<file path="config.mk">
export PLATFORM = sky130hd
export DESIGN_NAME = slot_cfg_ctrl
export DESIGN_NICKNAME = d
export VERILOG_FILES = /design/src/rtl/slot_cfg_ctrl.sv
export SDC_FILE = /design/constraint.sdc
export NUM_CORES = 1
export LEC_CHECK = 0
export ABC_AREA = 1
export BUFFER_PORTS_ARGS = -buffer_cell sky130_fd_sc_hd__buf_2
export CAP_MARGIN = 20
export CORE_ASPECT_RATIO = 1.25
export CORE_MARGIN = 2
export CORE_UTILIZATION = 40
export DETAILED_ROUTE_END_ITERATION = 10
export GPL_TIMING_DRIVEN = 1
export PLACE_DENSITY = 0.62
export SETUP_SLACK_MARGIN = 0.2
export SLEW_MARGIN = 20
export SYNTH_ARGS = -nofsm -noshare
export SYNTH_HDL_FRONTEND = slang
export SYNTH_SLANG_ARGS = --single-unit
</file>
<file path="constraint.sdc">
create_clock -name CLK -period 2.4 [get_ports CLK]
set_clock_uncertainty 0.2 [all_clocks]
set_input_delay 0.72 -clock CLK [delete_from_list [all_inputs] [get_ports CLK]]
set_output_delay 0.72 -clock CLK [all_outputs]
set_load 0.01 [all_outputs]
</file>
<file path="src/rtl/slot_cfg_ctrl.sv">
// Slot routing configuration controller: serial frame receiver plus break-before-make mode sequencer.
// Optional output watchdog enabled by defining SLOT_CFG_WDT_EN.
module slot_cfg_ctrl #(
  parameter int         NSLOTS       = 4,
  parameter int         SYNC_STAGES  = 2,
  parameter int         GUARD_CYCLES = 16,
  parameter logic [7:0] RESET_MODES  = 8'hA5
`ifdef SLOT_CFG_WDT_EN
  , parameter int       WDT_CYCLES   = 1048576
`endif
) (
  input  logic                  CLK,
  input  logic                  RESET_N,
  input  logic                  CFG_SCK,
  input  logic                  CFG_SDI,
  input  logic                  CFG_CS_N,
  output logic [2*NSLOTS-1:0]   SLOT_MODE,
  output logic [NSLOTS-1:0]     SLOT_OE,
  output logic                  CFG_BUSY,
  output logic                  CFG_ACK,
  output logic                  CFG_ERR
);

  typedef enum logic [1:0] {IDLE, CHECK, GUARD, APPLY} state_t;

  localparam int                  GW        = (GUARD_CYCLES > 1) ? $clog2(GUARD_CYCLES) : 1;
  localparam logic [GW-1:0]       GUARD_LD  = GW'(GUARD_CYCLES - 1);
  localparam logic [2:0]          NSLOTS_L  = 3'(NSLOTS);
  localparam logic [2*NSLOTS-1:0] RST_MODES = RESET_MODES[2*NSLOTS-1:0];

  logic [SYNC_STAGES-1:0] sck_sync, sdi_sync, cs_sync;
  logic                   sck_d, cs_d;
  logic                   sck_s, sdi_s, cs_s;
  logic                   sck_rise, cs_fall, cs_rise;
  logic [15:0]            shreg;
  logic [4:0]             bit_cnt;
  logic [1:0]             f_slot, f_mode;
  logic                   frame_ok, frame_accept, frame_reject;
  state_t                 state;
  logic [GW-1:0]          guard_cnt;
  logic                   tgt_all;
  logic [1:0]             tgt_slot, tgt_mode, cur_mode;
  logic [2*NSLOTS-1:0]    mode_shift;

  always_ff @(posedge CLK or negedge RESET_N) begin
    if (!RESET_N) begin
      sck_sync <= '0;
      sdi_sync <= '0;
      cs_sync  <= '1;
      sck_d    <= 1'b0;
      cs_d     <= 1'b1;
    end else begin
      sck_sync[0] <= CFG_SCK;
      sdi_sync[0] <= CFG_SDI;
      cs_sync[0]  <= CFG_CS_N;
      for (int i = 1; i < SYNC_STAGES; i++) begin
        sck_sync[i] <= sck_sync[i-1];
        sdi_sync[i] <= sdi_sync[i-1];
        cs_sync[i]  <= cs_sync[i-1];
      end
      sck_d <= sck_s;
      cs_d  <= cs_s;
    end
  end

  assign sck_s    = sck_sync[SYNC_STAGES-1];
  assign sdi_s    = sdi_sync[SYNC_STAGES-1];
  assign cs_s     = cs_sync[SYNC_STAGES-1];
  assign sck_rise = sck_s & ~sck_d;
  assign cs_fall  = ~cs_s & cs_d;
  assign cs_rise  = cs_s & ~cs_d;

  // Receiver runs regardless of FSM state so frames arriving while busy are still seen and rejected.
  always_ff @(posedge CLK or negedge RESET_N) begin
    if (!RESET_N) begin
      shreg   <= '0;
      bit_cnt <= '0;
    end else if (cs_fall) begin
      shreg   <= '0;
      bit_cnt <= '0;
    end else if (sck_rise && !cs_s) begin
      shreg <= {shreg[14:0], sdi_s};
      if (bit_cnt != 5'd17) bit_cnt <= bit_cnt + 5'd1;
    end
  end

  assign f_slot       = shreg[11:10];
  assign f_mode       = shreg[9:8];
  assign frame_ok     = (bit_cnt == 5'd16) && (shreg[15:12] == 4'hA) &&
                        (shreg[7:0] == ~shreg[15:8]) && (f_mode != 2'b11) &&
                        ({1'b0, f_slot} < NSLOTS_L);
  assign frame_accept = cs_rise && frame_ok && (state == IDLE);
  assign frame_reject = cs_rise && !frame_accept;

  assign mode_shift = SLOT_MODE >> {tgt_slot, 1'b0};
  assign cur_mode   = mode_shift[1:0];

`ifdef SLOT_CFG_WDT_EN
  localparam int WW = $clog2(WDT_CYCLES + 1);
  logic [WW-1:0] wdt_cnt;
  logic          wdt_trip;
  logic          any_out;

  always_comb begin
    any_out = 1'b0;
    for (int i = 0; i < NSLOTS; i++)
      if (SLOT_MODE[2*i +: 2] == 2'b10) any_out = 1'b1;
  end
`endif

  // Later assignments in this block take priority: rejects beat the APPLY error clear, and the watchdog beats routine OE updates.
  always_ff @(posedge CLK or negedge RESET_N) begin
    if (!RESET_N) begin
      state     <= GUARD;
      guard_cnt <= GUARD_LD;
      tgt_all   <= 1'b1;
      tgt_slot  <= '0;
      tgt_mode  <= '0;
      SLOT_MODE <= RST_MODES;
      SLOT_OE   <= '0;
      CFG_BUSY  <= 1'b1;
      CFG_ACK   <= 1'b0;
      CFG_ERR   <= 1'b0;
`ifdef SLOT_CFG_WDT_EN
      wdt_cnt   <= '0;
      wdt_trip  <= 1'b0;
`endif
    end else begin
      CFG_ACK <= 1'b0;
      case (state)
        IDLE: begin
          if (frame_accept) begin
            tgt_slot <= f_slot;
            tgt_mode <= f_mode;
            tgt_all  <= 1'b0;
            CFG_BUSY <= 1'b1;
            state    <= CHECK;
          end
        end
        CHECK: begin
          if (cur_mode == tgt_mode) begin
            state <= APPLY;
          end else begin
            SLOT_OE[tgt_slot] <= 1'b0;
            guard_cnt         <= GUARD_LD;
            state             <= GUARD;
          end
        end
        GUARD: begin
          if (guard_cnt == '0) state <= APPLY;
          else guard_cnt <= guard_cnt - 1'b1;
        end
        APPLY: begin
          CFG_ERR  <= 1'b0;
          CFG_ACK  <= 1'b1;
          CFG_BUSY <= 1'b0;
          state    <= IDLE;
          if (tgt_all) begin
            for (int i = 0; i < NSLOTS; i++)
              SLOT_OE[i] <= (SLOT_MODE[2*i +: 2] != 2'b00);
            tgt_all <= 1'b0;
          end else begin
`ifdef SLOT_CFG_WDT_EN
            if (wdt_trip) begin
              for (int i = 0; i < NSLOTS; i++)
                SLOT_OE[i] <= (SLOT_MODE[2*i +: 2] != 2'b00);
              wdt_trip <= 1'b0;
            end
`endif
            SLOT_MODE[{tgt_slot, 1'b0} +: 2] <= tgt_mode;
            SLOT_OE[tgt_slot]                <= (tgt_mode != 2'b00);
          end
        end
        default: state <= IDLE;
      endcase

      if (frame_reject) CFG_ERR <= 1'b1;

`ifdef SLOT_CFG_WDT_EN
      if (frame_accept) begin
        wdt_cnt <= '0;
      end else if (any_out && !wdt_trip) begin
        if (wdt_cnt == WW'(WDT_CYCLES - 1)) begin
          wdt_trip <= 1'b1;
          CFG_ERR  <= 1'b1;
          for (int i = 0; i < NSLOTS; i++)
            if (SLOT_MODE[2*i +: 2] == 2'b10) SLOT_OE[i] <= 1'b0;
        end else begin
          wdt_cnt <= wdt_cnt + 1'b1;
        end
      end
`endif
    end
  end

endmodule

</file>
==> results.md, run 1 <==
* Status: completed
* Max cap viols at 0
* # nets final at 414
* Area Overhead vs Synth at 11.2%
* Period utilization at 83.1%
* Power share of the combinational group at 6.3%
* Detail-routed via count per cell at 5.00
* CTS tree: built
* Yosys reg bits at 55
* Sw Pwr at 400 uW
* CTS HTree Levels at 2
* Cells after Synth at 366
* Clock Sinks at 55
* GRT Residual Overflow at 0
* WS Path Type: flop to flop
* Clock Path Buffers at 2
* PortBufs at 19
* Maximum clock frequency at 0.502 GHz
* Layout cells sized above 1 at 17.8%
* RSZ-0062 raised after global routing: no
* Synth Area in XOR/XNOR at 0.578%
* Post-Synth Simple-Gate Area at 25.7%
* WL/cell at 12.8 um
* Yosys Warn Count at 0
* Die Y at 101 um
* Setup TNS at 0 ns
* First-pass GRT wire length at 10800 um
* Dpl ws at 0.416 ns
* I/O pin count at 20
* Synthesized netlist net count at 388
* CTS Buf Count at 5
* Critical Path RT at 2.40 ns
* Biggest area consumer among synthesized cells: dfrtp_1
* GP Congestion at 0.842
* # fillers at 735
* Area of the core at 7360 um^2
* Post-CTS Setup Bufs at 0
* Largest net degree at the start of global routing at 38
* Mux contribution to synthesized area at 0.372%
* GR Util All Layers at 16.5%
* Die Wd at 81.8 um
* Cell row count at 35
* Effective utilization at floorplan at 41.2%
* PnR worst setup slack at 0.406 ns
* Final wirelength at 6230 um
* CTS resizes at 0
* Clock share of power at 36.6%
* Sw Ratio at 23.5%
* Clk slew on worst S/H paths at 0.10 ns
* Final Hold Viols at 0
* Vias in the first global route at 2374
* Post-synth cell types at 33
* Crit path time final at 1.99 ns
* Synth top area share at 33.9%
* DR vias at 2425
* Initial antenna violation count at 0
* Drt first pass iters at 4
* Register area share after synthesis at 46.0%
* Max-Slew Margin vs Limit at 66.5%
* CP Capture Type: flop
* Synth Cell Area at 3030 um^2
* HPWL after DPL at 4630 um
* Crit-path max FO at 11
* Worst hold path class: input port to asynchronous set/reset pin
* Worst Tran Pin Value at 0.502 ns
* DRC Markers at 0
* Synth Area in Compound Gates at 12.7%
* Max VDD drop at 307 uV
* Die Area at 8290 um^2
* Startpoint types: flop
* PD cells at 505 nW/um^2
* Int Pwr at 1300 uW
* Number of hold buffers added after CTS at 0
* Syn Area/Cell at 8.28 um^2
* Worst skew pair latency at 0.31 ns
* Reg power frac at 57.1%
* Data arrival, critical path at 1.99 ns
* Adder-Cell Fraction of Synth Area at 7.02%
* Post-route ant nets at 0
* Diode count at 0
* Area contributors post-synth: dfrtp_1 (34%), dfstp_2 (12%), nand2_1 (10%)
* Largest family of logic cells by synthesized area: simple AND/OR/NAND/NOR gates
* Initial drt markers at 111
* Slew Limit Fails at 0
* Worst hold margin at 0.138 ns
* Lkg Pwr at 0.00151 uW
* Endpoints failing setup at 0
* CTS root buffer: clkbuf_8
synthesized netlist by cell type:
library cell and n:
nand2_1 82, ha_1 17, dfstp_2 14, o31ai_1 7
xor2_1 2, o21a_1 2, a21oi_1 7, nand2_2 6
nor3_1 1, dfrtp_1 41, mux2_1 1, inv_2 2
nor2_1 26, nor2_4 2, o211ai_1 2, o21ai_2 5
nand3_2 3, o41ai_1 2, buf_2 1, o21ai_1 2
nand3_1 41, a31oi_1 1, nor4_1 1, nor2_2 2
o21ai_0 33, nor3_2 1, buf_4 1, o31ai_2 1
clkbuf_1 3, a22oi_2 1, nand4_1 7, inv_1 47
buf_6 2
critical path, cell delays in order (launching register included):
cell and delay, ns:
dfrtp_1 0.43, inv_1 0.11, ha_1 0.15, nand2_1 0.05, nor2_1 0.13, nand4_1 0.10, nor2_1 0.09, nand3_1 0.36
nand2_1 0.20, o21ai_2 0.07
sequential cells by signal (all words and copies together) (netlist names), 2 cells and up:
signal	flops
bit_cnt	5
SLOT_OE	4
guard_cnt	4
sdi_sync	2
SLOT_MODE	8
sck_sync	2
shreg	16
state	2
tgt_slot	2
cs_sync	2
tgt_mode	2
metal layers:
layer / share of wire [%] / global-route usage [%] / routed length (um) / up-vias
li1: - / - / - / 1253
met1: 47 / 21.6 / 2950 / 1137
met2: 49 / 27.3 / 3060 / 29
met3: 2.5 / 3.21 / 154 / 6
met4: 1.1 / 5.51 / 68 / 0
met5: 0 / 0 / 0 / -
metrics by stage:
step	util [%]	std cells	instance area, um^2	total power, uW
floorplan	-	366	3030	1050
global placement	44.3	477	3260	1090
detailed placement	44.3	477	3260	1100
CTS	45.8	485	3370	1730
global route	45.8	485	3370	1780
finish	45.8	485	3370	1700
placed cells by master, fill, tap and decap left out, types with 6 or more instances in the layout:
cell and n:
ha_1 17, o21ai_0 33, nand4_1 7, buf_4 6
nand2_1 82, o31ai_1 7, buf_2 19, inv_1 47
nand3_1 41, dfstp_2 14, a21oi_1 7, nor2_1 26
nand2_2 6, dfrtp_1 41
cell type report:
type                    count  area (um^2)  area share, %
repair buffers             26          160           4.75
inverters                  49          184           5.46
multi-input cells         255         1410           41.7
flip-flops and latches     55         1390           41.4
clock inverters             2         38.8           1.15
well taps                  92          115           3.42
clock buffers               6         72.6           2.15
cell families (layout without fill, tap and decap cells):
kind of cell | count (synthesis) | after routing
AND/OR/NAND/NOR | 172 | 172
flip-flops | 55 | 55
AO/OA/AOI/OAI | 63 | 63
buffers and inverters | 56 | 83
adder cells (fa/ha/maj) | 17 | 17
multiplexers | 1 | 1
XOR/XNOR | 2 | 2
path summary, 6_finish.rpt:
| path | to | cells past startpoint | slack [ns] | from |
|---|---|---|---|---|
| setup / recovery | tgt_slot[0] | 9 | 0.41 | bit_cnt[0] |
| hold / removal | SLOT_MODE[6] | 1 | 0.14 | RESET_N |
| setup reg to reg | tgt_slot[0] | 9 | 0.41 | bit_cnt[0] |
| hold reg to reg | sck_sync[1] | 0 | 0.16 | sck_sync[0] |
| max in group asynchronous | cs_sync[0] | 2 | 1.25 | RESET_N |
| min in group CLK | sck_sync[1] | 0 | 0.16 | sck_sync[0] |
power groups by stage:
stage	combinational, uW	clock, uW	sequential, uW
detailed placement	111	0	987
global placement	108	0	986
global route	127	682	974
floorplan	62.4	0	984
CTS	111	646	971
finish	108	623	971
No activity file was read; power rests on OpenSTA's default activity.
==> inputs of run 2 (changes only) <==
PLACE_DENSITY = 0.64   (was 0.62)
clock period = 1.7 ns   (was 2.4 ns; I/O delays follow)
==> run 2 against run 1 <==
  * The flow now finishes with violations (negative setup slack)
  * Critical path depth fell by 7
  * Register-to-register slack lost 0.44 ns
  * Global-route usage increased by 3.7 points
  * Clock power grew 26%
  * Via count is 22% higher
  * Sequential cell count did not move
  * Cell count rose by 16%
  * Die area unchanged
  * Sequential share of layout area is 12 points lower
  * Power rose by 52%
  * Combinational power rose to 4.0 times the previous value
==> results.md, run 2 (synthesis gave the netlist of run 1 again) <==
* Clock Path Buffers at 2 (unchanged)
* Vias in the first global route at 2898 (+22%)
* Maximum clock frequency at 0.556 GHz
* CP dominant cell by count: buf_6
* Cell row count at 35 (unchanged)
* I/O pin count at 20 (unchanged)
* WS Path Type: flop to output pin
* Die Area at 8290 um^2 (unchanged)
* Die Wd at 81.8 um (unchanged)
* Crit path max-delay family: flip-flops
* HPWL after DPL at 5020 um (+8.4%)
* CP bufs+invs at 2 (+1)
* DR top layer: met4
* Final Hold Viols at 0 (unchanged)
* Post-route ant nets at 0 (unchanged)
* WL/cell at 15.4 um (+20%)
* Layout cells sized above 1 at 51.8% (+34 points)
* CTS root buffer: clkbuf_8
* Most common cell after layout, fill and taps aside: nand2_1
* Worst skew pair latency at 0.32 ns (about the same)
* Effective utilization at floorplan at 41.2% (unchanged)
* GRT Residual Overflow at 0 (unchanged)
* CTS Buf Count at 5 (unchanged)
* CTS tree: built
* # nets final at 492 (+19%)
* Crit path time final at 1.80 ns
* Diode count at 0 (unchanged)
* CP Cell Sequence: buf_6 -> buf_6
* Max cap viols at 0 (unchanged)
* Initial antenna violation count at 0 (unchanged)
* Max VDD drop at 489 uV (+59%)
* Met2 Wirelength at 4780 um (+56%)
* DR vias at 2958 (+22%)
* Worst Tran Pin Value at 0.305 ns (-0.197 ns)
* Initial drt markers at 77 (-31%)
* DRC Markers at 0 (unchanged)
* Total power at 2590 uW (+52%)
* Final wirelength at 8690 um (+39%)
* Detail-routed via count per cell at 5.25 (+5.1%)
* GP Congestion at 0.920 (+9.3%)
* Failing checks: negative setup slack
* PortBufs at 19 (unchanged)
* GR Util All Layers at 20.3% (+3.7 points)
* Dpl ws at -0.0994 ns (-0.515 ns)
* Final Instance Area at 4750 um^2 (+41%)
* Area Overhead vs Synth at 56.7%
* PD cells at 546 nW/um^2 (+8.1%)
* Most frequent cells in the layout: nand2_1 (61), buf_4 (50), dfrtp_1 (39)
* CTS HTree Levels at 2 (unchanged)
* Crit-path max FO at 2 (-9)
* Slew Limit Fails at 0 (unchanged)
* Largest net degree at the start of global routing at 56 (+47%)
* Critical Path RT at 0.99 ns (-1.41 ns)
* Startpoint types: flop
* RSZ-0062 raised after global routing: yes
* Endpoints failing setup at 11 (+11)
* Lkg Pwr at 0.00201 uW (+33%)
* Status: finished with violations
* CP Capture Type: output pin
* Data arrival, critical path at 1.09 ns (-0.90 ns)
* Period utilization at 106%
* Most flops, register: shreg
* Worst hold path class: input port to flop
* Area of the core at 7360 um^2 (unchanged)
* Max FFs per register at 16 (unchanged)
* Max-Slew Margin vs Limit at 79.7% (+13 points)
* Die Y at 101 um (unchanged)
* Met3 Wirelength at 265 um (+72%)
* Largest regs: shreg (16), SLOT_MODE (8), bit_cnt (5)
* CP max stage delay at 0.57 ns (+0.14 ns)
* Placed Area at 3460 um^2 (+6.3%)
* Clock Sinks at 55 (unchanged)
* First-pass GRT wire length at 13100 um (+21%)
* Final core occ at 64.5% (+19 points)
* WL met1 at 3270 um (+11%)
* Drt first pass iters at 4 (unchanged)
* PnR worst setup slack at -0.0996 ns (-0.506 ns)
* Worst path slowest cell: dfstp_2
* Clk slew on worst S/H paths at 0.10 ns (about the same)
[run 2: routing by layer]
layer | track usage, % | vias to the layer above
met3 | 3.30 | 32
li1 | - | 1416
met4 | 8.46 | 0
met1 | 21.5 | 1434
met2 | 38.6 | 76
met5 | 0 | -
[run 2: final cells by class]
type                    instances  area (um^2)
well taps                      92          115
multi-input cells             256         1970
repair buffers                102          941
clock inverters                 1         8.76
clock buffers                   7         86.3
repair inverters                1         7.51
inverters                      49          220
fillers                       562         2610
flip-flops and latches         55         1400
[run 2: worst paths after layout]
check                             start           end  slack, ns  cells past startpoint
max                        SLOT_MODE[2]  SLOT_MODE[2]       -0.1                      2
max reg2reg                SLOT_MODE[2]  guard_cnt[2]      -0.03                     10
max in group asynchronous       RESET_N    cs_sync[1]       0.45                      3
min reg2reg                 sck_sync[0]   sck_sync[1]       0.16                      0
min in group asynchronous       RESET_N  SLOT_MODE[6]       0.53                      3
min                            CFG_CS_N    cs_sync[0]       0.08                      1
[run 2: through the flow]
| stage | cells | TNS [ns] | hold slack, ns |
|---|---|---|---|
| detailed placement | 495 | -0.464 | 0.140 |
| finish | 563 | -0.395 | 0.0798 |
| CTS | 544 | -0.507 | 0.0730 |
| global route | 563 | -2.03 | 0.0653 |
| global placement | 495 | -0.0791 | 0.133 |
| floorplan | 366 | 0 | 0.0144 |
[run 2: report_power, final]
part           internal (uW)  switching, uW  total (uW)
logic                    210            224         433
registers               1350           25.0        1370
clock network            335            453         788
total                   1890            702        2590
[run 2: timing repair]
item	CTS	global route
gates resized for setup	91	92
setup buffers	37	18
setup endpoints to repair	52	61
hold endpoints to repair	37	0
hold buffers	1	0
pin swaps	24	28
cloned	3	1
==> inputs of run 3 (changes only) <==
==> constraint.sdc (replaced) <==
create_clock -name CLK -period 1.64 [get_ports CLK]
set_clock_uncertainty 0.2 [all_clocks]
set_input_delay 0.082 -clock CLK [delete_from_list [all_inputs] [get_ports CLK]]
set_output_delay 0.082 -clock CLK [all_outputs]
set_load 0.01 [all_outputs]
==> run 3 against run 2 <==
  * The run still ends with negative setup slack left
  * Clock power is 22% higher
  * Worst setup slack better by 0.054 ns
  * Power is 8.0% higher
  * Hold slack better by 0.083 ns
  * Die area stayed put
  * Non-clock buffer count is 25 lower
  * Core utilization is 4.9 points lower
  * Register-to-register slack worse by 0.02 ns
  * Wire length is 9.7% lower
==> results.md, run 3 (synthesis gave the netlist of run 1 again) <==
* Hold EP: sck_sync[1]
* Die Area at 8290 um^2 (unchanged)
* CTS root buffer: clkbuf_8
* Effective utilization at floorplan at 41.2% (unchanged)
* Area Overhead vs Synth at 44.8%
* Sw Ratio at 26.3% (-0.81 points)
* Initial drt markers at 111 (+44%)
* PD cells at 638 nW/um^2 (+17%)
* Clk slew on worst S/H paths at 0.10 ns (about the same)
* Setup TNS at -0.0902 ns (+0.305 ns)
* Period utilization at 103%
* GP Congestion at 0.861 (-6.4%)
* CP max stage delay at 0.59 ns (+0.02 ns)
* Max-Slew Margin vs Limit at 82.1% (+2.4 points)
* Worst Tran Pin Value at 0.266 ns (-0.0385 ns)
* Die Y at 101 um (unchanged)
* Crit-path max FO at 5 (+3)
* Endpoints failing setup at 4 (-7)
* Post-route ant nets at 0 (unchanged)
* Slew Limit Fails at 0 (unchanged)
* WHS Path Cells at 0 (-1)
* Clock Sinks at 55 (unchanged)
* HPWL after DPL at 5120 um (+2.1%)
* R2r setup slk at -0.05 ns (-0.02 ns)
* Detail-routed via count per cell at 5.15 (-2.0%)
* Failing checks: negative setup slack
* CP Capture Type: flop
* Lkg Pwr at 0.00182 uW (-9.9%)
* Die Wd at 81.8 um (unchanged)
* WL/cell at 14.6 um (-5.5%)
* DR vias at 2771 (-6.3%)
* RSZ-0062 raised after global routing: yes
* Max VDD drop at 546 uV (+12%)
* Crit path max-delay family: simple AND/OR/NAND/NOR gates
* WS Path Type: flop to flop
* Max cap viols at 0 (unchanged)
* Area of the core at 7360 um^2 (unchanged)
* Max FFs per register at 16 (unchanged)
* I/O pin count at 20 (unchanged)
* Final Hold Viols at 0 (unchanged)
* Largest regs: shreg (16), SLOT_MODE (8), bit_cnt (5)
* Worst path slowest cell: dfstp_2
* Critical Path RT at 1.65 ns (+0.66 ns)
* Most flops, register: shreg
* Data arrival, critical path at 1.70 ns (+0.61 ns)
* Maximum clock frequency at 0.593 GHz
* CTS HTree Levels at 2 (unchanged)
* GR Util All Layers at 19.8% (-0.50 points)
* Most common cell after layout, fill and taps aside: nand2_1
* Cell row count at 35 (unchanged)
* Clock Path Buffers at 2 (unchanged)
* DRC Markers at 0 (unchanged)
* Cells on worst reg2reg path at 9 (-1)
* CTS Buf Count at 5 (unchanged)
* Launching point of the worst reg2reg path: cs_sync[1]
* Status: finished with violations
* Clock share of power at 34.4% (+4.0 points)
* Diode count at 0 (unchanged)
* CP dominant cell by count: nand2_1
* Worst Hold Launch: sck_sync[0]
* Vias in the first global route at 2820 (-2.7%)
* Worst skew pair latency at 0.33 ns (about the same)
* GRT Residual Overflow at 0 (unchanged)
* Final Instance Area at 4390 um^2 (-7.6%)
* Largest net degree at the start of global routing at 42 (-25%)
* Int Pwr at 2060 uW (+9.2%)
* CP Cell Sequence: nand2_2 -> nor2_1 -> nand2_1 -> nor2_1 -> nand3_2 -> nand2_4 -> nand3_2 -> nand2_1 -> nand2_1
* # nets final at 467 (-5.1%)
* Final wirelength at 7850 um (-9.7%)
* Startpoint types: flop
* Power share of the combinational group at 14.7% (-2.0 points)
* Critical path depth at 9 (+7)
* PnR worst setup slack at -0.0459 ns (+0.0537 ns)
* CP bufs+invs at 0 (-2)
* Placed Area at 3550 um^2 (+2.5%)
* Reg power frac at 50.9% (-2.0 points)
* PortBufs at 19 (unchanged)
* R2r endpoint: state[0]
* Layout cells sized above 1 at 47.1% (-4.7 points)
* Sw Pwr at 735 uW (+4.8%)
* Drt first pass iters at 4 (unchanged)
* First-pass GRT wire length at 12800 um (-2.1%)
* Worst hold path class: flop to flop
* Initial antenna violation count at 0 (unchanged)
* Crit path time final at 1.69 ns
* CTS tree: built
* Most frequent cells in the layout: nand2_1 (68), dfrtp_1 (37), buf_4 (36)
[run 3: cell types whose count changed in the layout (fill, tap and decap cells not counted), moves of 5 or more]
cell           change
inv_2              +6
buf_4             -14
ha_1               -5
buf_6             -22
dlygate4sd3_1      +5
nand3_1            +8
ha_2               +5
buf_2              +7
nand2_2            -6
nand3_2            -5
inv_1              -5
nand2_1            +7
[run 3: metrics by stage]
stage	util (%)	worst slack, ns	total power [uW]	hold slack, ns	instances
2_1_floorplan	-	-0.0463	1550	-0.414	366
3_3_place_gp	48.3	-0.0394	1690	-0.189	505
6_report	59.6	-0.0459	2800	0.163	538
4_1_cts	55.2	-0.00748	2750	0.165	534
5_1_grt	59.6	-0.129	2930	0.172	538
3_5_place_dp	48.3	-0.0872	1700	-0.189	505
[run 3: how the worst max path moves through the flow]
| stage | start | to | slack [ns] |
|---|---|---|---|
| floorplan | state[1] | SLOT_MODE[5] | -0.05 |
| global placement | tgt_slot[0] | guard_cnt[2] | -0.04 |
| detailed placement | tgt_slot[0] | guard_cnt[3] | -0.09 |
| CTS | bit_cnt[1] | state[0] | -0.007 |
| global route | tgt_slot[0] | guard_cnt[3] | -0.13 |
| finish | cs_sync[1] | state[0] | -0.05 |
[run 3: final cells by class]
type	count	area, um^2
Sequential cell	55	1400
Clock buffer	5	68.8
Tap cell	92	115
Timing Repair inverter	1	7.51
Multi-Input combinational cell	256	1880
Inverter	49	210
Timing Repair Buffer	77	658
Clock inverter	3	47.5
Fill cell	604	2970
[run 3: what timing repair did]
item | CTS | global route
setup endpoints to repair | 46 | 48
pin swaps | 31 | 10
endpoints found under the hold margin | 51 | 0
gates resized for setup | 73 | 64
hold buffers | 6 | 0
cloned | 2 | 1
buffers inserted | 13 | 3
[run 3: power groups by stage]
stage / combinational [uW] / sequential (uW) / clock (uW)
finish: 412 / 1420 / 963
CTS: 348 / 1420 / 979
global placement: 255 / 1440 / 0
global route: 458 / 1430 / 1040
detailed placement: 262 / 1440 / 0
floorplan: 108 / 1440 / 0
[run 3: per-layer routing]
layer / wire, um / vias up / track usage (%)
met4: 244 / 0 / 9.10
li1: - / 1364 / -
met3: 330 / 28 / 3.57
met1: 3210 / 1301 / 23.1
met2: 4060 / 78 / 34.6
met5: 0 / - / 0
